$ cat src/rtl/multi_bank_pkt_buf.sv
// ---------------------------------------------------------------------------
// multi_bank_pkt_buf
//
// Single-clock N-bank package buffer between the DAQ_sync pixel stream and the
// Wi-Fi read-out. Incoming bytes are packed into fixed-size packages, one
// package per RAM bank. Only complete (committed) packages are visible to the
// reader. When every bank is occupied, whole incoming packages are dropped so
// that package alignment is never broken.
//
// Ports:
//   sys_clk        in   single clock
//   sys_rst        in   synchronous, active-high reset
//   wr_en          in   din valid this cycle
//   din            in   write data [DATA_WIDTH]
//   wr_abort       in   discard the package currently being written
//   rd_en          in   read request
//   dout           out  registered read data [DATA_WIDTH]
//   valid          out  dout valid
//   pkg_last       out  dout is the last byte of its package
//   package_ready  out  at least one committed package held
//   pkg_count      out  committed packages held [CNT_WIDTH]
//   full           out  pkg_count == BANK_NUM
//   empty          out  pkg_count == 0
//   overflow       out  one-cycle pulse when a package drop starts
//   drop_cnt       out  dropped-package count [DROP_CNT_WIDTH]
//
// Build option:
//   PKT_BUF_DROP_CNT_EN  when defined, drop_cnt is a saturating count of drop
//                        starts (cleared only by sys_rst); otherwise drop_cnt
//                        is tied to zero and no counter exists.
// ---------------------------------------------------------------------------
module multi_bank_pkt_buf #(
  parameter  int DATA_WIDTH     = 8,
  parameter  int PKG_SIZE       = 60,
  parameter  int BANK_NUM       = 4,
  parameter  int DROP_CNT_WIDTH = 16,
  localparam int ADDR_WIDTH     = $clog2(PKG_SIZE),
  localparam int CNT_WIDTH      = $clog2(BANK_NUM + 1)
) (
  input  logic                      sys_clk,
  input  logic                      sys_rst,
  input  logic                      wr_en,
  input  logic [DATA_WIDTH-1:0]     din,
  input  logic                      wr_abort,
  input  logic                      rd_en,
  output logic [DATA_WIDTH-1:0]     dout,
  output logic                      valid,
  output logic                      pkg_last,
  output logic                      package_ready,
  output logic [CNT_WIDTH-1:0]      pkg_count,
  output logic                      full,
  output logic                      empty,
  output logic                      overflow,
  output logic [DROP_CNT_WIDTH-1:0] drop_cnt
);

  localparam int BANK_W = (BANK_NUM > 1) ? $clog2(BANK_NUM) : 1;

  localparam logic [ADDR_WIDTH-1:0] LAST_IDX  = ADDR_WIDTH'(PKG_SIZE - 1);
  localparam logic [BANK_W-1:0]     LAST_BANK = BANK_W'(BANK_NUM - 1);
  localparam logic [CNT_WIDTH-1:0]  FULL_CNT  = CNT_WIDTH'(BANK_NUM);

  typedef enum logic { WR_FILL, WR_DROP } wr_state_e;
  typedef enum logic { RD_IDLE, RD_READ } rd_state_e;

  wr_state_e wr_state_q, wr_state_d;
  rd_state_e rd_state_q, rd_state_d;

  logic [DATA_WIDTH-1:0] mem [BANK_NUM][PKG_SIZE];

  logic [BANK_W-1:0]     wb_q, wb_d;
  logic [ADDR_WIDTH-1:0] wi_q, wi_d;
  logic [BANK_W-1:0]     rb_q, rb_d;
  logic [ADDR_WIDTH-1:0] ri_q, ri_d;
  logic [CNT_WIDTH-1:0]  pkg_count_q, pkg_count_d;
  logic [DATA_WIDTH-1:0] dout_q, dout_d;
  logic                  valid_q, valid_d;
  logic                  pkg_last_q, pkg_last_d;
  logic                  overflow_q, overflow_d;

  logic has_pkg;
  logic is_full;
  logic drop_start;
  logic mem_we;
  logic commit;
  logic rd_accept;
  logic rel;

  assign has_pkg = (pkg_count_q != '0);
  assign is_full = (pkg_count_q == FULL_CNT);

  // Drop decision looks only at the registered count, so a release on the same
  // edge cannot rescue an incoming package.
  assign drop_start = (wr_state_q == WR_FILL) && wr_en && !wr_abort &&
                      (wi_q == '0) && is_full;

  // ---------------------------------------------------------------------------
  // State registers
  // ---------------------------------------------------------------------------
  always_ff @(posedge sys_clk) begin
    if (sys_rst) begin
      wr_state_q <= WR_FILL;
      rd_state_q <= RD_IDLE;
    end else begin
      wr_state_q <= wr_state_d;
      rd_state_q <= rd_state_d;
    end
  end

  // ---------------------------------------------------------------------------
  // Next-state logic
  // ---------------------------------------------------------------------------
  always_comb begin
    wr_state_d = wr_state_q;
    unique case (wr_state_q)
      WR_FILL: if (drop_start) wr_state_d = WR_DROP;
      WR_DROP: begin
        if (wr_abort)                       wr_state_d = WR_FILL;
        else if (wr_en && wi_q == LAST_IDX) wr_state_d = WR_FILL;
      end
      default: wr_state_d = WR_FILL;
    endcase

    rd_state_d = rd_state_q;
    unique case (rd_state_q)
      RD_IDLE: if (rd_en && has_pkg)          rd_state_d = RD_READ;
      RD_READ: if (rd_en && ri_q == LAST_IDX) rd_state_d = RD_IDLE;
      default: rd_state_d = RD_IDLE;
    endcase
  end

  // ---------------------------------------------------------------------------
  // Datapath / output logic
  // ---------------------------------------------------------------------------
  always_comb begin
    mem_we    = (wr_state_q == WR_FILL) && wr_en && !wr_abort && !drop_start;
    commit    = mem_we && (wi_q == LAST_IDX);
    rd_accept = rd_en && ((rd_state_q == RD_READ) || has_pkg);
    rel       = rd_accept && (ri_q == LAST_IDX);

    // wi doubles as the discarded-byte counter while dropping; a drop always
    // starts at wi==0, so the plain increment leaves it at 1 after the first
    // discarded byte.
    wi_d = wi_q;
    if (wr_abort) begin
      wi_d = '0;
    end else if (wr_en) begin
      wi_d = (wi_q == LAST_IDX) ? '0 : wi_q + ADDR_WIDTH'(1);
    end

    wb_d = wb_q;
    if (commit) begin
      wb_d = (wb_q == LAST_BANK) ? '0 : wb_q + BANK_W'(1);
    end

    ri_d = ri_q;
    rb_d = rb_q;
    if (rd_accept) begin
      ri_d = (ri_q == LAST_IDX) ? '0 : ri_q + ADDR_WIDTH'(1);
      if (rel) begin
        rb_d = (rb_q == LAST_BANK) ? '0 : rb_q + BANK_W'(1);
      end
    end

    pkg_count_d = pkg_count_q + CNT_WIDTH'(commit) - CNT_WIDTH'(rel);

    dout_d     = rd_accept ? mem[rb_q][ri_q] : dout_q;
    valid_d    = rd_accept;
    pkg_last_d = rel;
    overflow_d = drop_start;
  end

  always_ff @(posedge sys_clk) begin
    if (sys_rst) begin
      wb_q        <= '0;
      wi_q        <= '0;
      rb_q        <= '0;
      ri_q        <= '0;
      pkg_count_q <= '0;
      dout_q      <= '0;
      valid_q     <= 1'b0;
      pkg_last_q  <= 1'b0;
      overflow_q  <= 1'b0;
    end else begin
      wb_q        <= wb_d;
      wi_q        <= wi_d;
      rb_q        <= rb_d;
      ri_q        <= ri_d;
      pkg_count_q <= pkg_count_d;
      dout_q      <= dout_d;
      valid_q     <= valid_d;
      pkg_last_q  <= pkg_last_d;
      overflow_q  <= overflow_d;
    end
  end

  // Package RAM: no reset, contents are only exposed after a commit.
  always_ff @(posedge sys_clk) begin
    if (mem_we) begin
      mem[wb_q][wi_q] <= din;
    end
  end

`ifdef PKT_BUF_DROP_CNT_EN
  logic [DROP_CNT_WIDTH-1:0] drop_cnt_q, drop_cnt_d;

  always_comb begin
    drop_cnt_d = drop_cnt_q;
    if (drop_start && (drop_cnt_q != '1)) begin
      drop_cnt_d = drop_cnt_q + DROP_CNT_WIDTH'(1);
    end
  end

  always_ff @(posedge sys_clk) begin
    if (sys_rst) drop_cnt_q <= '0;
    else         drop_cnt_q <= drop_cnt_d;
  end

  assign drop_cnt = drop_cnt_q;
`else
  assign drop_cnt = '0;
`endif

  assign dout          = dout_q;
  assign valid         = valid_q;
  assign pkg_last      = pkg_last_q;
  assign overflow      = overflow_q;
  assign pkg_count     = pkg_count_q;
  assign package_ready = has_pkg;
  assign full          = is_full;
  assign empty         = !has_pkg;

endmodule
$ cat config.mk
export PLATFORM = sky130hd
export DESIGN_NAME = multi_bank_pkt_buf
export DESIGN_NICKNAME = d
export VERILOG_FILES = /design/src/rtl/multi_bank_pkt_buf.sv
export SDC_FILE = /design/constraint.sdc
export NUM_CORES = 2
export LEC_CHECK = 0
export CELL_PAD_IN_SITES_DETAIL_PLACEMENT = 1
export CELL_PAD_IN_SITES_GLOBAL_PLACEMENT = 2
export CORE_ASPECT_RATIO = 0.75
export CORE_MARGIN = 2
export CORE_UTILIZATION = 50
export CTS_BUF_LIST = sky130_fd_sc_hd__clkbuf_16
export CTS_CLUSTER_SIZE = 12
export DETAILED_ROUTE_END_ITERATION = 12
export PLACE_DENSITY = 0.8
export SYNTH_ARGS = -nofsm -noshare
export SYNTH_HDL_FRONTEND = slang
export SYNTH_SLANG_ARGS = --single-unit
$ cat constraint.sdc
create_clock -name sys_clk -period 3.6 [get_ports sys_clk]
set_input_delay 0.36 -clock sys_clk [delete_from_list [all_inputs] [get_ports sys_clk]]
set_output_delay 0.36 -clock sys_clk [all_outputs]
set_load 0.01 [all_outputs]
After elaboration in Yosys (flattened, before gate mapping) --
Memories as Yosys holds them, arrays and structs flattened. A register that Yosys moved wholly into a read port is not among the register bits. Index checks and enable logic that the tools add are counted.
Operators by class: $mul 0, multiplexer cells 20, eq/ne operators 5, reduce and logical (&&, ||, !) cells 20, add/sub/neg operators 6, magnitude comparators 3, shift-type cells 0, bitwise gates (word level) 4, div/mod/pow operators 0
Operator list (count):
- $mux 480 | 1
- $bmux 8 s6 | 1
- $demux 8 s6 | 1
- $mux 8 | 3
- $ge 7x7->1 const B | 2
- $not 6->7 | 2
- $add 6x1->6 const B | 2
- $eq 6x6->1 const B | 2
- $logic_and 1x1->1 | 12
- $mux 6 | 2
- $mux 2 | 4
- $lt 7x1->1 const B | 1
- $logic_not 6->1 | 1
- $mux 1 | 6
- $add 2x1->2 const B | 2
- $eq 2x2->1 const B | 2
- $pmux 1 s2 | 2
- $add 3x1->3 | 1
- $eq 3x3->1 const B | 1
- $logic_not 1->1 | 3
- $reduce_bool 3->1 | 1
- $sub 3x1->3 | 1
- $not 1->1 | 2
- $reduce_and 2->1 | 1
- other kinds (2) | 2
Word-level totals: output and inout bits 33, bits in latches 0, memory bits (read-only) 0, memory bits (writable) 1920, memories 1, bits of input ports 13, register bits 32, word-level logic and storage cells 70
Memory list:
- mem | words 4, width 480, rd ports 1, clocked after memory_dff 1, wr ports 1, RTL line 69 | logic [DATA_WIDTH-1:0] mem [BANK_NUM][PKG_SIZE];

Logic depth before layout (Yosys ltp) --
word-level depth 10, depth in mapped cells 15, gate-level depth less buffers 14

Worst setup path before layout --
No wires, ideal clock.
kind register to register, start reg pkg_count_q[1], in the netlist pkg_count[1], end reg pkg_count_q[2], in the netlist pkg_count[2], path slack 888 ps, clock period less this slack 2712 ps, data arrival time 2584 ps, path buffers 0, required time 3472 ps, setup time 128 ps, cell stages (with the launch flop) 14, path through dfxtp_1 -> nor3_1 -> inv_1 -> o21a_1 -> nand2_1 -> inv_1 -> ha_1 -> inv_1 -> ha_1 -> inv_1 -> fa_1 -> xor2_1 -> xnor2_1 -> nor2_1
Between the ends: elaborated cells between the ends (all ways) 11, classes of those cells add/sub (2); eq/ne (1); reduce/logical (8)
RTL lines:
- start, declared | RTL line 75 | logic [CNT_WIDTH-1:0] pkg_count_q, pkg_count_d;
- start signal, assigned | RTL line 189 | pkg_count_q <= pkg_count_d;
- $reduce_bool 3->1 | RTL line 89 | assign has_pkg = (pkg_count_q != '0);
- named net package_ready | RTL line 49 | output logic package_ready,
- $logic_or 1x1->1 | RTL line 138 | rd_accept = rd_en && ((rd_state_q == RD_READ) || has_pkg);
- $logic_and 1x1->1 | RTL line 138
- $logic_and 1x1->1 | RTL line 139 | rel = rd_accept && (ri_q == LAST_IDX);
- named net pkg_last_d | RTL line 78 | logic pkg_last_q, pkg_last_d;
- $sub 3x1->3 | RTL line 165 | pkg_count_d = pkg_count_q + CNT_WIDTH'(commit) - CNT_WIDTH'(rel);
The timed path passes the listed nets, and every way through them passes these cells. A chain may end at the register's enable or synchronous reset.

Worst setup path in the final report --
start reg ri_q[0], end reg dout_q[3], in the netlist dout[3]
Between the ends: longest elaborated chain between the ends 4
RTL lines:
- start, declared | RTL line 74 | logic [ADDR_WIDTH-1:0] ri_q, ri_d;
- start signal, assigned | RTL line 188 | ri_q <= ri_d;
- $not 6->7 (not written as such) | RTL line 167 | dout_d = rd_accept ? mem[rb_q][ri_q] : dout_q;
- $bmux 8 s6 | RTL line 167
- $mux 8 (not written as such) (2 in series) | RTL line 167
- end signal, assigned | RTL line 190 | dout_q <= dout_d;
- end, declared | RTL line 76 | logic [DATA_WIDTH-1:0] dout_q, dout_d;
Every way passes these cells. The select of a mux whose other input is x is not followed.

==> summary by stage <==
Floorplan
For this configuration, the core starts out at a cell density of 0.5015. The I/O pin count is 46. The standard-cell row count is ~120. The total core area is 151900 um^2. The overall die area is 155500 um^2. The die outline height is 342.0 um.

The overall die width is 454.7 um.

Global routing
The met1 usage is 0.4196. For this run, global-route usage on met3 was measured as 0.05189. In the global route stage, met2 resource usage came out at 0.4281. The via count of the first global-routing pass is 41700. The most crowded layer after global routing is met2. The largest net degree at the start of global routing is between 100 and 150. The initial antenna violation count is 5. The total overflow left after global routing is 0. The overall fraction of global-route tracks in use is 0.2828. The wire length of the first global-routing pass is 311500 um.

Finish
At the end of the flow the core is filled with cells to 0.5716. Of the cells placed in the final design, the portion with a size suffix greater than 1 is 0.2629. The library cell used most frequently in the layout, excluding fill and tap cells, is edfxtp_1. From synthesis to final layout, the design area changed by 13.97%. The number of standard cells in the layout, taps in and fillers out is 6242. The antenna diode count is 0. The number of fillers in the final layout is 12930. In the layout the commonest cells are edfxtp_1 (1920), mux4_2 (403), buf_4 (386). In the final design database the tool counted 4164 nets.

Setup path
The worst setup path is launched from a register. The cell at the slowest stage of the critical path is o21ai_0. Walking the worst path, the cells encountered are buf_4 -> and2_4 -> buf_12 -> a22oi_1 -> a21oi_1 -> a311oi_1 -> o21ai_0 -> a311oi_1 -> nor3_1. The worst register-to-register path has a depth of 9. The end of the worst register-to-register path is dout[3]. Along the worst path, the maximum fanout reaches 21. The type of the worst setup path is register to register. The worst register-to-register path begins at ri_q[0]. The most frequent cell on the critical path is a311oi_1. The largest stage delay on the critical path is 0.65 ns. Data on the critical path is required at its endpoint by 4.37 ns. In this run the register-to-register setup slack is 0.02 ns. The worst setup path is captured at a register. The arrival time of data at the critical path endpoint is 4.35 ns.

Synthesis
The netlist uses 77 different library cells. The async set-reset flop share out of synthesis is 0. A synthesized cell averages 20.56 um^2. The share of synthesized area in the top cell type comes to 0.7569. The post-synthesis cell area is approximately 76000 um^2. The portion of synthesized area spent on multiplexers is 0.1436.

The basic-gate share of the synthesized area counting and, or, nand and nor cells is 0.02996. Yosys printed 0 warnings. After synthesis, the cell types taking the most area are edfxtp_1 (76%), mux4_2 (12%), mux2i_1 (1.6%). Of the total synthesized cell area, the portion taken by XOR and XNOR cells is 0.001265. The share of the Yosys chip area taken by registers is 0.7658. The synthesized design contains 1920 enable-type register cells. The cell count after synthesis came out at 3705. The share of synthesized cell area in full adder, half adder and majority cells is 0.001905. The library cell with the largest summed area after synthesis is edfxtp_1. Synthesis inferred just under 2000 register bits. The largest family of logic cells by synthesized area is multiplexers. In the synthesized netlist the dominant register cell turns out to be edfxtp_1. The share of the synthesized area in compound gates (AO/OA/AOI/OAI) is 0.03766.

STA
The worst-case setup margin in the final layout is 0.01995 ns. The final worst-path cycle share is 0.9945. Setup violations remaining at the end of the flow were counted as 0. The total count of hold-check failures in the final report was 0. Static timing analysis puts the maximum clock frequency at 0.2793 GHz. For the pin with the worst max-slew slack, the measured transition is around 1.2 ns. Setup repair after global routing left no endpoint under its margin. The worst pin sits at a relative slew slack of 0.1471. The setup total negative slack is 0 ns. The max-slew violation count is 0. The clock arrives with 0.04821 ns of skew.

The time the final worst path needs with I/O delays and setup is 3.580 ns.

Route
The routed design has 216700 um of wire. The average vias per placed instance is 6.457. In the final routed layout, each cell accounts on average for 34.72 um. The first-iteration detailed-routing DRC count is 5341. The number of design rule violations left after detail routing is 0. The first-pass detailed-route iteration total is 6.

The count of nets left with antenna violations once routing finished came out at 0. The detailed-route via count is 40310.

Clock tree
The clock tree from TritonCTS is yes. Hold repair after CTS inserted 0 buffers. The insertion delay to the later sink of the worst-skew pair is between 0.8 and 0.9 ns. In this run the number of H-tree levels came out at 4. After clock tree synthesis, the clock-pin slew on the worst setup and hold paths is 0.07 ns.

Counting along the longest clock path gives a buffer depth of 3. Buffers inserted during clock tree synthesis total 187. The tree is rooted in a clkbuf_16. The count of clock tree sinks is between 1500 and 2000.

Run status
The run finished with clean final reports.

Placement
Once detailed placement completed, the half-perimeter wirelength came to 138000 um. Prior to clock tree synthesis, the placed netlist has a worst setup slack of 0.01738 ns. The congestion estimate from routability-driven global placement came to 0.8571. In this run the tool buffered the top-level ports with 29 buffer cells. Once placement completed, the tool counted placed cells totaling 5966.

Power and ir drop
VDD sags by at most about 0.00050 V. The leakage power is 26.93 nW. The total power divided by cell area is 497.8 nW/um^2.

Worst hold path
Counting instances, the worst hold path has a depth of 1. The launch instance of the worst min-delay path is din[3]. The tightest min-delay check is of the input pin to register type. The worst hold path terminates at mem[2][347].

Run
Max-cap violations in this run came to 0.
==> routing by layer <==
metal | part of all wire | vias to the layer above
met5 | 0.00019 | -
met2 | 0.46 | 2179
met3 | 0.092 | 339
met1 | 0.41 | 21610
li1 | - | 16170
met4 | 0.031 | 6
==> cell usage after synthesis, drive strengths merged (17+ instances only) <==
master and instances:
nor2 290, nand3 43, buf 136, o22ai 21
a221oi 40, a211oi 17, nor2b 29, o21ai 40
nor3 18, clkbuf 95, a22oi 74, mux2i 124
mux4 416, nand2 94, a21oi 64, mux2 25
dfxtp 34, edfxtp 1920, a22o 18
==> worst max path at each step <==
stage	end	start	slack, ns
4_1_cts	dout[6]	ri_q[0]	0.004
2_1_floorplan	pkg_count[2]	pkg_count[1]	0.89
3_3_place_gp	dout[1]	register	0.004
5_1_grt	dout[3]	ri_q[0]	0.005
3_5_place_dp	dout[1]	register	0.02
6_report	dout[3]	ri_q[0]	0.02
==> area by class of cell <==
type                            instances  area [um^2]  share of cell area
Clock inverter                         88        559.3            0.006442
Tap cell                             2016         2522             0.02906
Inverter                               17        63.81           0.0007350
Sequential cell                      1954        58350              0.6722
Multi-Input combinational cell       1518        16470              0.1897
Timing Repair Buffer                  462         4167             0.04799
Clock buffer                          187         4679             0.05390
==> power by group <==
part | switching [mW] | total, mW | internal, mW
registers | 0.00364 | 25.0 | 25.0
logic | 0.462 | 0.527 | 0.0647
clock network | 8.37 | 17.7 | 9.35
total | 8.84 | 43.2 | 34.4
==> critical path: cells and delay by family, from the launching register on <==
| family | cells | cell delay, ns |
|---|---|---|
| AOI/OAI and AO/OA | 5 | 1.57 |
| buffers and inverters | 2 | 0.57 |
| DFF | 1 | 0.50 |
| and+or+nand+nor | 2 | 0.84 |
==> state kept, by name (all words and copies together) (netlist names), named ones only <==
name,count
mem,1920
wb_q,2
dout,8
rd_state_q,1
pkg_count,3
wr_state_q,1
ri_q,6
valid,1
rb_q,2
wi_q,6
overflow,1
pkg_last,1
==> through the flow <==
step           hold slack [ns]  power (mW)  area, um^2
2_1_floorplan           0.4393       25.52       76230
3_3_place_gp            0.4568       25.95       81540
3_5_place_dp            0.4894       25.99       81540
4_1_cts                0.01153       43.45       86780
5_1_grt                0.08028       44.19       86810
6_report               0.04765       43.22       86810
==> logic make-up (layout without fill, tap and decap cells) <==
group,after synthesis,in the layout
compound gates,390,390
xor+xnor,11,11
fa+ha+maj,11,11
buf+inv,248,754
flops,1954,1954
mux,565,565
other cells,1,16
simple gates,525,525
==> timing repair <==
action / 4_1_cts / 5_1_grt
resized for setup: 1 / 2
setup buffers: 0 / 1
setup endpoints to repair: 1 / 5
(Power assumes the default switching activity.)
